===== config.mk =====
export PLATFORM = sky130hd
export DESIGN_NAME = seq_det_ctrl
export DESIGN_NICKNAME = d
export VERILOG_FILES = /design/src/rtl/seq_det_pkg.sv /design/src/rtl/seq_shift_match.sv /design/src/rtl/seq_det_ctrl.sv
export SDC_FILE = /design/constraint.sdc
export NUM_CORES = 1
export LEC_CHECK = 0
export BUFFER_PORTS_ARGS = -buffer_cell sky130_fd_sc_hd__buf_2
export CAP_MARGIN = 10
export CELL_PAD_IN_SITES_DETAIL_PLACEMENT = 1
export CELL_PAD_IN_SITES_GLOBAL_PLACEMENT = 1
export CORE_UTILIZATION = 45
export CTS_CLUSTER_DIAMETER = 200
export DETAILED_ROUTE_END_ITERATION = 10
export PLACE_DENSITY_LB_ADDON = 0.1
export REMOVE_ABC_BUFFERS = 1
export SYNTH_ARGS = -nofsm -noshare
export SYNTH_HDL_FRONTEND = slang
export SYNTH_HIERARCHICAL = 1
export SYNTH_SLANG_ARGS = --single-unit

===== constraint.sdc =====
create_clock -name clk -period 4.7 [get_ports clk]
set_input_delay 0.705 -clock clk [delete_from_list [all_inputs] [get_ports clk]]
set_output_delay 0.705 -clock clk [all_outputs]
set_load 0.02 [all_outputs]

===== src/rtl/seq_det_pkg.sv =====
// Shared types and constants for the programmable sequence-detector controller.
package seq_det_pkg;

  // Controller states; the encoding is fixed so the host can decode a state dump.
  typedef enum logic [1:0] {
    StIdle = 2'd0,
    StHunt = 2'd1,
    StDone = 2'd2,
    StTmo  = 2'd3
  } state_e;

  // Power-on configuration reproduces the fixed overlapping "1111" detector.
  localparam logic        DefPatBit = 1'b1;  // replicated across the whole pattern register
  localparam int unsigned DefLen    = 4;
  localparam logic        DefOvl    = 1'b1;

  // Width needed to hold a length in the range 0..max_len.
  function automatic int unsigned len_w(input int unsigned max_len);
    return $clog2(max_len + 1);
  endfunction

endpackage


===== src/rtl/seq_shift_match.sv =====
// Serial shift register, fill counter and masked pattern compare.
// hit is asserted for the cycle after the completing bit has been shifted in.
module seq_shift_match
  import seq_det_pkg::*;
#(
  parameter int unsigned MAX_LEN = 8,
  parameter int unsigned LEN_W   = len_w(MAX_LEN)
) (
  input  logic               clk,
  input  logic               rst,
  input  logic               clr,       // clear history when (re)arming
  input  logic               shift_en,  // qualified bit to shift in this cycle
  input  logic               in_bit,
  input  logic               ovl_clr,   // non-overlapping mode: restart fill after a hit
  input  logic [LEN_W-1:0]   len,
  input  logic [MAX_LEN-1:0] pat,
  output logic               hit
);

  logic [MAX_LEN-1:0] shift_q, shift_d;
  logic [LEN_W-1:0]   fill_q, fill_d, fill_base;
  logic               shifted_q, shifted_d;
  logic [MAX_LEN-1:0] mask;

  // Next-state for shift register, fill count and the "just shifted" marker.
  always_comb begin
    shift_d   = shift_q;
    fill_base = ovl_clr ? '0 : fill_q;
    fill_d    = fill_base;
    shifted_d = shift_en;
    if (clr) begin
      shift_d   = '0;
      fill_d    = '0;
      shifted_d = 1'b0;
    end else if (shift_en) begin
      shift_d = (shift_q << 1) | MAX_LEN'(in_bit);
      // A bit arriving in the same cycle as an overlap clear is the first fresh bit.
      if (fill_base < len) begin
        fill_d = fill_base + LEN_W'(1);
      end
    end
  end

  // Low-len-bits mask for the compare.
  always_comb begin
    mask = '0;
    for (int i = 0; i < MAX_LEN; i++) begin
      mask[i] = (i < int'(len));
    end
  end

  // Compare the post-shift value; only a cycle that follows a shift can hit,
  // so an idle in_vld gap never repeats a match.
  always_comb begin
    hit = shifted_q && (fill_q == len) && (((shift_q ^ pat) & mask) == '0);
  end

  // History registers.
  always_ff @(posedge clk or posedge rst) begin
    if (rst) begin
      shift_q   <= '0;
      fill_q    <= '0;
      shifted_q <= 1'b0;
    end else begin
      shift_q   <= shift_d;
      fill_q    <= fill_d;
      shifted_q <= shifted_d;
    end
  end

endmodule


===== src/rtl/seq_det_ctrl.sv =====
// Programmable sequence-detector controller: configuration registers, arm/disarm
// FSM, match counter, timeout timer and status flags around seq_shift_match.
module seq_det_ctrl
  import seq_det_pkg::*;
#(
  parameter  int unsigned MAX_LEN = 8,
  parameter  int unsigned CNT_W   = 8,
  parameter  int unsigned TMO_W   = 16,
  localparam int unsigned LEN_W   = len_w(MAX_LEN)
) (
  input  logic               clk,
  input  logic               rst,
  input  logic               cfg_we,
  input  logic [MAX_LEN-1:0] cfg_pat,
  input  logic [LEN_W-1:0]   cfg_len,
  input  logic               cfg_ovl,
  input  logic [CNT_W-1:0]   cfg_tgt,
  input  logic [TMO_W-1:0]   cfg_tmo,
  input  logic               start,
  input  logic               abort,
  input  logic               in,
  input  logic               in_vld,
  output logic               match,
  output logic [CNT_W-1:0]   match_cnt,
  output logic               busy,
  output logic               done,
  output logic               timeout
);

  state_e state_q, state_d;

  logic [MAX_LEN-1:0] pat_q, pat_d;
  logic [LEN_W-1:0]   len_q, len_d;
  logic               ovl_q, ovl_d;
  logic [CNT_W-1:0]   tgt_q, tgt_d;
  logic [TMO_W-1:0]   tmo_q, tmo_d;

  logic [CNT_W-1:0] cnt_q, cnt_d, cnt_inc;
  logic [TMO_W-1:0] tmr_q, tmr_d, tmr_inc;
  logic             match_q, match_d;

  logic hunting, arm, hit, hunt_hit, tgt_reached, tmo_expired;

  // Shared qualifiers; abort suppresses everything else in the cycle.
  always_comb begin
    hunting     = (state_q == StHunt);
    arm         = start && !abort && !hunting;
    hunt_hit    = hunting && !abort && hit;
    cnt_inc     = (cnt_q == '1) ? cnt_q : cnt_q + CNT_W'(1);
    tmr_inc     = tmr_q + TMO_W'(1);
    tgt_reached = (tgt_q != '0) && (cnt_inc == tgt_q);
    tmo_expired = (tmo_q != '0) && (tmr_inc == tmo_q);
  end

  seq_shift_match #(
    .MAX_LEN (MAX_LEN),
    .LEN_W   (LEN_W)
  ) u_shift_match (
    .clk      (clk),
    .rst      (rst),
    .clr      (arm),
    .shift_en (hunting && !abort && in_vld),
    .in_bit   (in),
    .ovl_clr  (hunt_hit && !ovl_q),
    .len      (len_q),
    .pat      (pat_q),
    .hit      (hit)
  );

  // Configuration write, blocked while hunting; length clamped to 1..MAX_LEN.
  always_comb begin
    pat_d = pat_q;
    len_d = len_q;
    ovl_d = ovl_q;
    tgt_d = tgt_q;
    tmo_d = tmo_q;
    if (cfg_we && !hunting) begin
      pat_d = cfg_pat;
      ovl_d = cfg_ovl;
      tgt_d = cfg_tgt;
      tmo_d = cfg_tmo;
      if (cfg_len == '0) begin
        len_d = LEN_W'(1);
      end else if (cfg_len > LEN_W'(MAX_LEN)) begin
        len_d = LEN_W'(MAX_LEN);
      end else begin
        len_d = cfg_len;
      end
    end
  end

  // Configuration registers.
  always_ff @(posedge clk or posedge rst) begin
    if (rst) begin
      pat_q <= {MAX_LEN{DefPatBit}};
      len_q <= LEN_W'(DefLen);
      ovl_q <= DefOvl;
      tgt_q <= '0;
      tmo_q <= '0;
    end else begin
      pat_q <= pat_d;
      len_q <= len_d;
      ovl_q <= ovl_d;
      tgt_q <= tgt_d;
      tmo_q <= tmo_d;
    end
  end

  // FSM state register.
  always_ff @(posedge clk or posedge rst) begin
    if (rst) begin
      state_q <= StIdle;
    end else begin
      state_q <= state_d;
    end
  end

  // FSM next state: abort first, then hit (target), then timeout.
  always_comb begin
    state_d = state_q;
    unique case (state_q)
      StIdle, StDone, StTmo: begin
        if (abort) begin
          state_d = StIdle;
        end else if (start) begin
          state_d = StHunt;
        end
      end
      StHunt: begin
        if (abort) begin
          state_d = StIdle;
        end else if (hit) begin
          if (tgt_reached) begin
            state_d = StDone;
          end
        end else if (tmo_expired) begin
          state_d = StTmo;
        end
      end
      default: state_d = StIdle;
    endcase
  end

  // FSM outputs; done/timeout are held by the state itself until start or abort.
  always_comb begin
    busy    = (state_q == StHunt);
    done    = (state_q == StDone);
    timeout = (state_q == StTmo);
  end

  // Match pulse, saturating counter and no-hit timer.
  always_comb begin
    match_d = 1'b0;
    cnt_d   = cnt_q;
    tmr_d   = tmr_q;
    if (arm) begin
      cnt_d = '0;
      tmr_d = '0;
    end else if (hunting && !abort) begin
      tmr_d = tmr_inc;
      if (hunt_hit) begin
        match_d = 1'b1;
        cnt_d   = cnt_inc;
        tmr_d   = '0;
      end
    end
  end

  // Datapath registers.
  always_ff @(posedge clk or posedge rst) begin
    if (rst) begin
      match_q <= 1'b0;
      cnt_q   <= '0;
      tmr_q   <= '0;
    end else begin
      match_q <= match_d;
      cnt_q   <= cnt_d;
      tmr_q   <= tmr_d;
    end
  end

  assign match     = match_q;
  assign match_cnt = cnt_q;

endmodule


==> impl_metrics.env, run 1 <==
export IMPL_die_area_sq_um=10400
export IMPL_postCtsHoldBufs=0
export IMPL_drv_slew=0
export IMPL_ios=56
export IMPL_startpoint="len_q[2]$_DFFE_PP1P_"
export IMPL_critPathSlowestCell="dfstp_2"
export IMPL_ys_warn_count=6
export IMPL_postRouteAntennaNets=0
export IMPL_p_per_area_nw_per_um2=339
export IMPL_finalCriticalPeriod_ns=3.98
export IMPL_end_kind="flop"
export IMPL_die_y_microns=102
export IMPL_fp_coreArea_sq_um=9730
export IMPL_antenna_found_initial=0
export IMPL_diodes=0
export IMPL_hold_path_class="primary input to async pin"
export IMPL_cts_resized=0
export IMPL_path_buf_inv=1
export IMPL_power_switching_mw=0.523
export IMPL_path_max_fanout=12
export IMPL_worst_path_stages=13
export IMPL_ys_ff_latch=77
export IMPL_synth_top_cell_by_area="dfrtp_1"
export IMPL_rr_worst_depth=13
export IMPL_numPortBuffers=55
export IMPL_drt_vias_per_instance=5.63
export IMPL_start_kind="flop"
export IMPL_syn_area_sq_um=4480
export IMPL_max_cap_violations=0
export IMPL_drive_above_1_share_pct=27.3
export IMPL_place_gp_congestion=0.811
export IMPL_slew_headroom_pct=34.4
export IMPL_sw_frac_of_total_pct=30.5
export IMPL_ys_dominant_reg_cell="dfrtp_1"
export IMPL_yosysMostFrequentCell="dfrtp_1"
export IMPL_area_delta_synth_final_pct=12.8
export IMPL_synthTopCellsByCount="67 x dfrtp_1, 42 x nand2_1, 37 x mux2_2"
export IMPL_crit_chain="nor3b_1 -> o211ai_1 -> o32a_1 -> nor4b_2 -> nor3b_1 -> buf_4 -> nor2b_1 -> nor2b_1 -> ha_1 -> nand2_1 -> nand3b_1 -> a21oi_1 -> mux2_2"
export IMPL_grt_pass1_vias=3746
export IMPL_cts_root_buf="clkbuf_8"
export IMPL_reg2reg_from="len_q[2]$_DFFE_PP1P_"
export IMPL_finClkSkew_ns=0.00698
export IMPL_die_x_microns=102
export IMPL_dp_hpwl_mm=8.07
export IMPL_p_comb_share_pct=21.0
export IMPL_vias=3619
export IMPL_finalSetupTns_ns=0
export IMPL_placed_area_sq_um=4860
export IMPL_seqPwrFrac_pct=49.1
export IMPL_post_cts_buffers=0
export IMPL_clock_fmax_mhz=251
export IMPL_cts_tree="built"
export IMPL_drt_pass1_iterations=4
export IMPL_setup_viol=0
export IMPL_synth_cell_types=59
export IMPL_timing_final_crit_share_pct=84.7
export IMPL_power_internal_mw=1.19
export IMPL_crit_arrival_ns=4.23
export IMPL_rsz0062_at_grt="false"
export IMPL_rows=36
export IMPL_final_core_util_pct=52.0
export IMPL_drt_wl_total_mm=11.2
export IMPL_clk_path_buf_depth=2
export IMPL_syn_avg_cell_area_sq_um=9.83
export IMPL_finalNetCount=554
export IMPL_grt_usage_pct=23.5
export IMPL_tightest_slew_ns=0.982
export IMPL_fin_area_sq_um=5060
export IMPL_status="finished clean"
export IMPL_synth_area_leaders="dfrtp_1 37%, mux2_2 9.3%, dfstp_2 5.9%"
export IMPL_drt_iter0_drc=74
export IMPL_grt_max_degree=44
export IMPL_max_stage_delay_ns=0.61
export IMPL_synth_cells=456
export IMPL_cellLeakagePower_nw=2.12
export IMPL_power_frac_clock_pct=30.0
export IMPL_crit_family="simple AND/OR/NAND/NOR gates"
export IMPL_synth_top_area_share_pct=37.4
export IMPL_clk_latency_ns=0.36
export IMPL_drt_wirelength_per_cell_microns=17.5
export IMPL_yosysSeqAreaShare_pct=43.3
export IMPL_grt_overflow=0
export IMPL_synth_edf_count=0
export IMPL_synthArstFlopShare_pct=100
export IMPL_route_detailed_drc=0
export IMPL_clock_sinks=77
export IMPL_clk_pin_slew_worst_paths_ns=0.08
export IMPL_start_util_pct=46.1
export IMPL_critPathRequiredTime_ns=4.95
export IMPL_ir_worst_vdd_v=0.000141
export IMPL_cts_buffers=9
export IMPL_hold_violations=0
export IMPL_crit_type="flop to flop"
export IMPL_grt_first_pass_wirelength_mm=18.6
export IMPL_fillers=1126
export IMPL_reg2reg_slack_ns=0.72
export IMPL_htree_levels=3
[metrics by stage]
stage | cells | worst slack [ns] | total power [mW] | hold WS [ns]
after floorplan | 433 | 0.798 | 1.10 | 0.476
after CTS | 643 | 0.684 | 1.74 | 0.394
final | 643 | 0.718 | 1.71 | 0.393
after detailed placement | 627 | 0.722 | 1.22 | 0.507
after global routing | 643 | 0.473 | 1.81 | 0.434
after global placement | 627 | 0.895 | 1.20 | 0.494
[power groups by stage]
stage / Clock (mW) / Sequential (mW) / Combinational (mW)
5_1_grt: 0.549 / 0.854 / 0.403
6_report: 0.514 / 0.841 / 0.360
4_1_cts: 0.529 / 0.842 / 0.366
3_5_place_dp: 0 / 0.854 / 0.362
3_3_place_gp: 0 / 0.851 / 0.346
2_1_floorplan: 0 / 0.826 / 0.273
[flip-flops by register name, summed over array words and instances, names as in the netlist]
| signal | flops |
|---|---|
| len_q | 4 |
| match | 1 |
| match_cnt | 8 |
| ovl_q | 1 |
| pat_q | 8 |
| state_q | 2 |
| tgt_q | 8 |
| tmo_q | 16 |
| tmr_q | 16 |
| u_shift_match/fill_q | 4 |
| u_shift_match/shift_q | 8 |
| u_shift_match/shifted_q | 1 |
[final timing paths]
path	endpoint
min	u_shift_match/shift_q[5]$_DFFE_PP0P_
max reg2reg	u_shift_match/fill_q[0]$_DFF_PP0_
min reg2reg	tmr_q[15]$_DFFE_PP0P_
max	u_shift_match/fill_q[0]$_DFF_PP0_
max in group asynchronous	pat_q[5]$_DFFE_PP1P_
min in group clk	tmr_q[15]$_DFFE_PP0P_
[final cells by class]
cell class                 instances  area, sq um  share of cell area [%]
clock inverter                     4         48.8                   0.965
timing repair buffer              61          320                    6.34
tap                              133          166                    3.29
inverter                          13         48.8                   0.965
clock buffer                      12          145                    2.87
multi-input combinational        343         2390                    47.2
sequential                        77         1940                    38.4
[layer usage]
metal	share of wire, %	vias to the layer above	track usage, %
li1	-	1727	-
met1	46	1822	30.0
met2	50	57	39.7
met3	2.6	13	4.51
met4	1.8	0	8.46
met5	0	-	0
[cells in the final DEF, fill, tap and decap left out, types with 8 or more instances in the layout]
master	Yosys	final
dfrtp_1	67	67
buf_2	6	55
nand2_1	42	42
mux2_2	37	37
nor2_1	34	34
xnor2_1	30	30
o21ai_0	26	26
a21oi_1	17	17
mux2i_1	14	14
nor3_1	13	13
nand3_1	11	11
xor2_1	10	10
clkbuf_8	0	10
dfstp_2	10	10
nand4_1	9	9
inv_1	10	9
nor4_1	8	8
nor2b_1	8	8
[logic make-up after synthesis]
group                      after synthesis  synth area share [%]
and+or+nand+nor                        161                  19.1
AOI/OAI and AO/OA                       83                  11.6
DFF                                     77                  43.3
muxes                                   53                  12.9
xor gates and xnor gates                40                  7.81
buffers and inverters                   36                  3.60
adders and majority gates                6                  1.65
No activity file was read; power rests on OpenSTA's default activity.
==> run 2, diff against run 1 <==
--- a/config.mk
+++ b/config.mk
@@ -9,7 +9,7 @@
 export CAP_MARGIN = 10
 export CELL_PAD_IN_SITES_DETAIL_PLACEMENT = 1
 export CELL_PAD_IN_SITES_GLOBAL_PLACEMENT = 1
-export CORE_UTILIZATION = 45
+export CORE_UTILIZATION = 41
 export CTS_CLUSTER_DIAMETER = 200
 export DETAILED_ROUTE_END_ITERATION = 10
 export PLACE_DENSITY_LB_ADDON = 0.1
==> constraint.sdc (replaced) <==
create_clock -name clk -period 3.3 [get_ports clk]
set_input_delay 0.495 -clock clk [delete_from_list [all_inputs] [get_ports clk]]
set_output_delay 0.495 -clock clk [all_outputs]
set_load 0.02 [all_outputs]
==> run 2 against run 1 <==
  * Combinational power rose by 52%
  * Core utilization fell by 2.5 points
  * Wire length rose by 4.0%
  * Non-clock buffer count rose by 10
  * Cell count rose by 2.0%
  * Critical path type unchanged
  * Critical endpoint is now u_shift_match/fill_q[2]$_DFF_PP0_
  * Largest cell class unchanged
==> impl_metrics.env, run 2 (synthesis results as in run 1) <==
export IMPL_die_y_microns=107
export IMPL_path_max_fanout=3
export IMPL_clk_pin_slew_worst_paths_ns=0.08
export IMPL_crit_arrival_ns=3.41
export IMPL_power_internal_mw=1.68
export IMPL_grt_max_degree=65
export IMPL_route_detailed_drc=0
export IMPL_finalSetupTns_ns=0
export IMPL_drt_vias_per_instance=5.58
export IMPL_p_comb_share_pct=22.6
export IMPL_reg_top3="tmo_q x16, tmr_q x16"
export IMPL_tightest_slew_ns=0.963
export IMPL_fp_coreArea_sq_um=10500
export IMPL_numPortBuffers=55
export IMPL_p_per_area_nw_per_um2=469
export IMPL_drt_wirelength_per_cell_microns=17.8
export IMPL_ir_worst_vdd_v=0.000314
export IMPL_vias=3663
export IMPL_final_cell_mix="66 x dfrtp_1, 55 x buf_2, 41 x nand2_1, 37 x mux2_2, 34 x nor2_1"
export IMPL_crit_type="flop to flop"
export IMPL_drt_wl_total_mm=11.7
export IMPL_max_cap_violations=0
export IMPL_critPathRequiredTime_ns=3.56
export IMPL_dp_hpwl_mm=8.17
export IMPL_die_x_microns=107
export IMPL_grt_first_pass_wirelength_mm=19.6
export IMPL_die_area_sq_um=11400
export IMPL_timing_final_crit_share_pct=95.5
export IMPL_rsz0062_at_grt="false"
export IMPL_cts_tree="built"
export IMPL_power_switching_mw=0.745
export IMPL_drt_iter0_drc=117
export IMPL_placed_cells=639
export IMPL_clock_fmax_mhz=317
export IMPL_sw_frac_of_total_pct=30.7
export IMPL_status="finished clean"
export IMPL_stdcell_count=656
export IMPL_cts_root_buf="clkbuf_8"
export IMPL_hold_path_class="primary input to async pin"
export IMPL_end_kind="flop"
export IMPL_clk_path_buf_depth=2
export IMPL_power_frac_clock_pct=28.0
export IMPL_ios=56
export IMPL_start_kind="flop"
export IMPL_area_delta_synth_final_pct=15.4
export IMPL_drv_slew=0
export IMPL_finalCriticalPeriod_ns=3.15
export IMPL_finClkSkew_ns=0.0101
export IMPL_hold_slack_ns=0.197
export IMPL_final_common_cell="dfrtp_1"
export IMPL_grt_usage_pct=22.3
export IMPL_start_util_pct=42.8
export IMPL_hold_violations=0
export IMPL_grt_pass1_vias=3965
export IMPL_finalPower_mw=2.43
export IMPL_grt_overflow=0
export IMPL_diodes=0
export IMPL_slew_headroom_pct=35.6
export IMPL_clk_latency_ns=0.36
export IMPL_drive_above_1_share_pct=30.2
export IMPL_seqPwrFrac_pct=49.4
export IMPL_cts_buffers=9
export IMPL_drt_pass1_iterations=4
export IMPL_cellLeakagePower_nw=2.17
export IMPL_rows=37
export IMPL_antenna_found_initial=0
export IMPL_htree_levels=3
export IMPL_place_gp_congestion=0.811
export IMPL_finalNetCount=564
export IMPL_postRouteAntennaNets=0
export IMPL_setup_viol=0
export IMPL_clock_sinks=77
## run 2: changes by cell type in the layout (fill, tap and decap cells not counted), sizes merged
cell / change
clkbuf: +3
bufinv: -1
buf: +10
clkinv: -2
## run 2: power by group through the flow
stage | registers [mW] | logic (mW) | clock network [mW]
after global routing | 1.22 | 0.614 | 0.743
after detailed placement | 1.21 | 0.542 | 0
final | 1.20 | 0.547 | 0.680
after global placement | 1.21 | 0.515 | 0
after floorplan | 1.18 | 0.389 | 0
after CTS | 1.20 | 0.546 | 0.709
## run 2: final timing paths
| kind | slack [ns] | start | to | depth (start not counted) |
|---|---|---|---|---|
| worst max-delay path | 0.15 | len_q[2]$_DFFE_PP1P_ | u_shift_match/fill_q[2]$_DFF_PP0_ | 11 |
| worst min-delay path | 0.20 | rst | u_shift_match/shift_q[5]$_DFFE_PP0P_ | 2 |
| worst max register to register | 0.15 | len_q[2]$_DFFE_PP1P_ | u_shift_match/fill_q[2]$_DFF_PP0_ | 11 |
| worst min register to register | 0.53 | tmr_q[15]$_DFFE_PP0P_ | tmr_q[15]$_DFFE_PP0P_ | 1 |
| max in group asynchronous | 2.31 | rst | len_q[3]$_DFFE_PP0P_ | 3 |
| min in group clk | 0.36 | cfg_tmo[1] | tmo_q[1]$_DFFE_PP0P_ | 2 |
## run 2: area by class of cell
type / count / area [sq um]
inverter: 13 / 48.8
sequential: 77 / 1940
clock inverter: 1 / 5.00
timing repair buffer: 71 / 395
multi-input combinational: 343 / 2440
fill: 1217 / 5290
clock buffer: 15 / 176
tap: 136 / 170
## run 2: critical path: stages (launching register included)
cell	delay, ns
dfstp_2	0.53
nor3b_4	0.19
o211ai_1	0.12
o32a_1	0.35
nor4b_2	0.24
nor3b_2	0.24
nor2b_4	0.20
nor2b_1	0.08
ha_1	0.29
and3_1	0.19
a211oi_2	0.25
mux2_2	0.36
## run 2: timing repair
item                                    in CTS  in global routing
endpoints found under the setup margin       3                  4
gates cloned                                 0                  0
resized for setup                            3                  7
buffers inserted                             0                  1
hold buffers                                 0                  0
## run 2: layer usage
metal  track usage (%)  share of wire (%)  vias up
met5                 0                  0        -
met4              8.12                2.1        0
met3              5.46                3.3       19
met2              38.7                 50       58
met1              26.5                 45     1847
li1                  -                  -     1739
## run 2: through the flow
stage               setup WS, ns  util [%]  cell area [sq um]
global route             0.00257      49.5               5170
CTS                       0.0263      49.0               5130
floorplan                 -0.602         -               4370
finish                     0.147      49.5               5170
detailed placement        -0.130      47.2               4940
global placement           0.139      47.2               4940
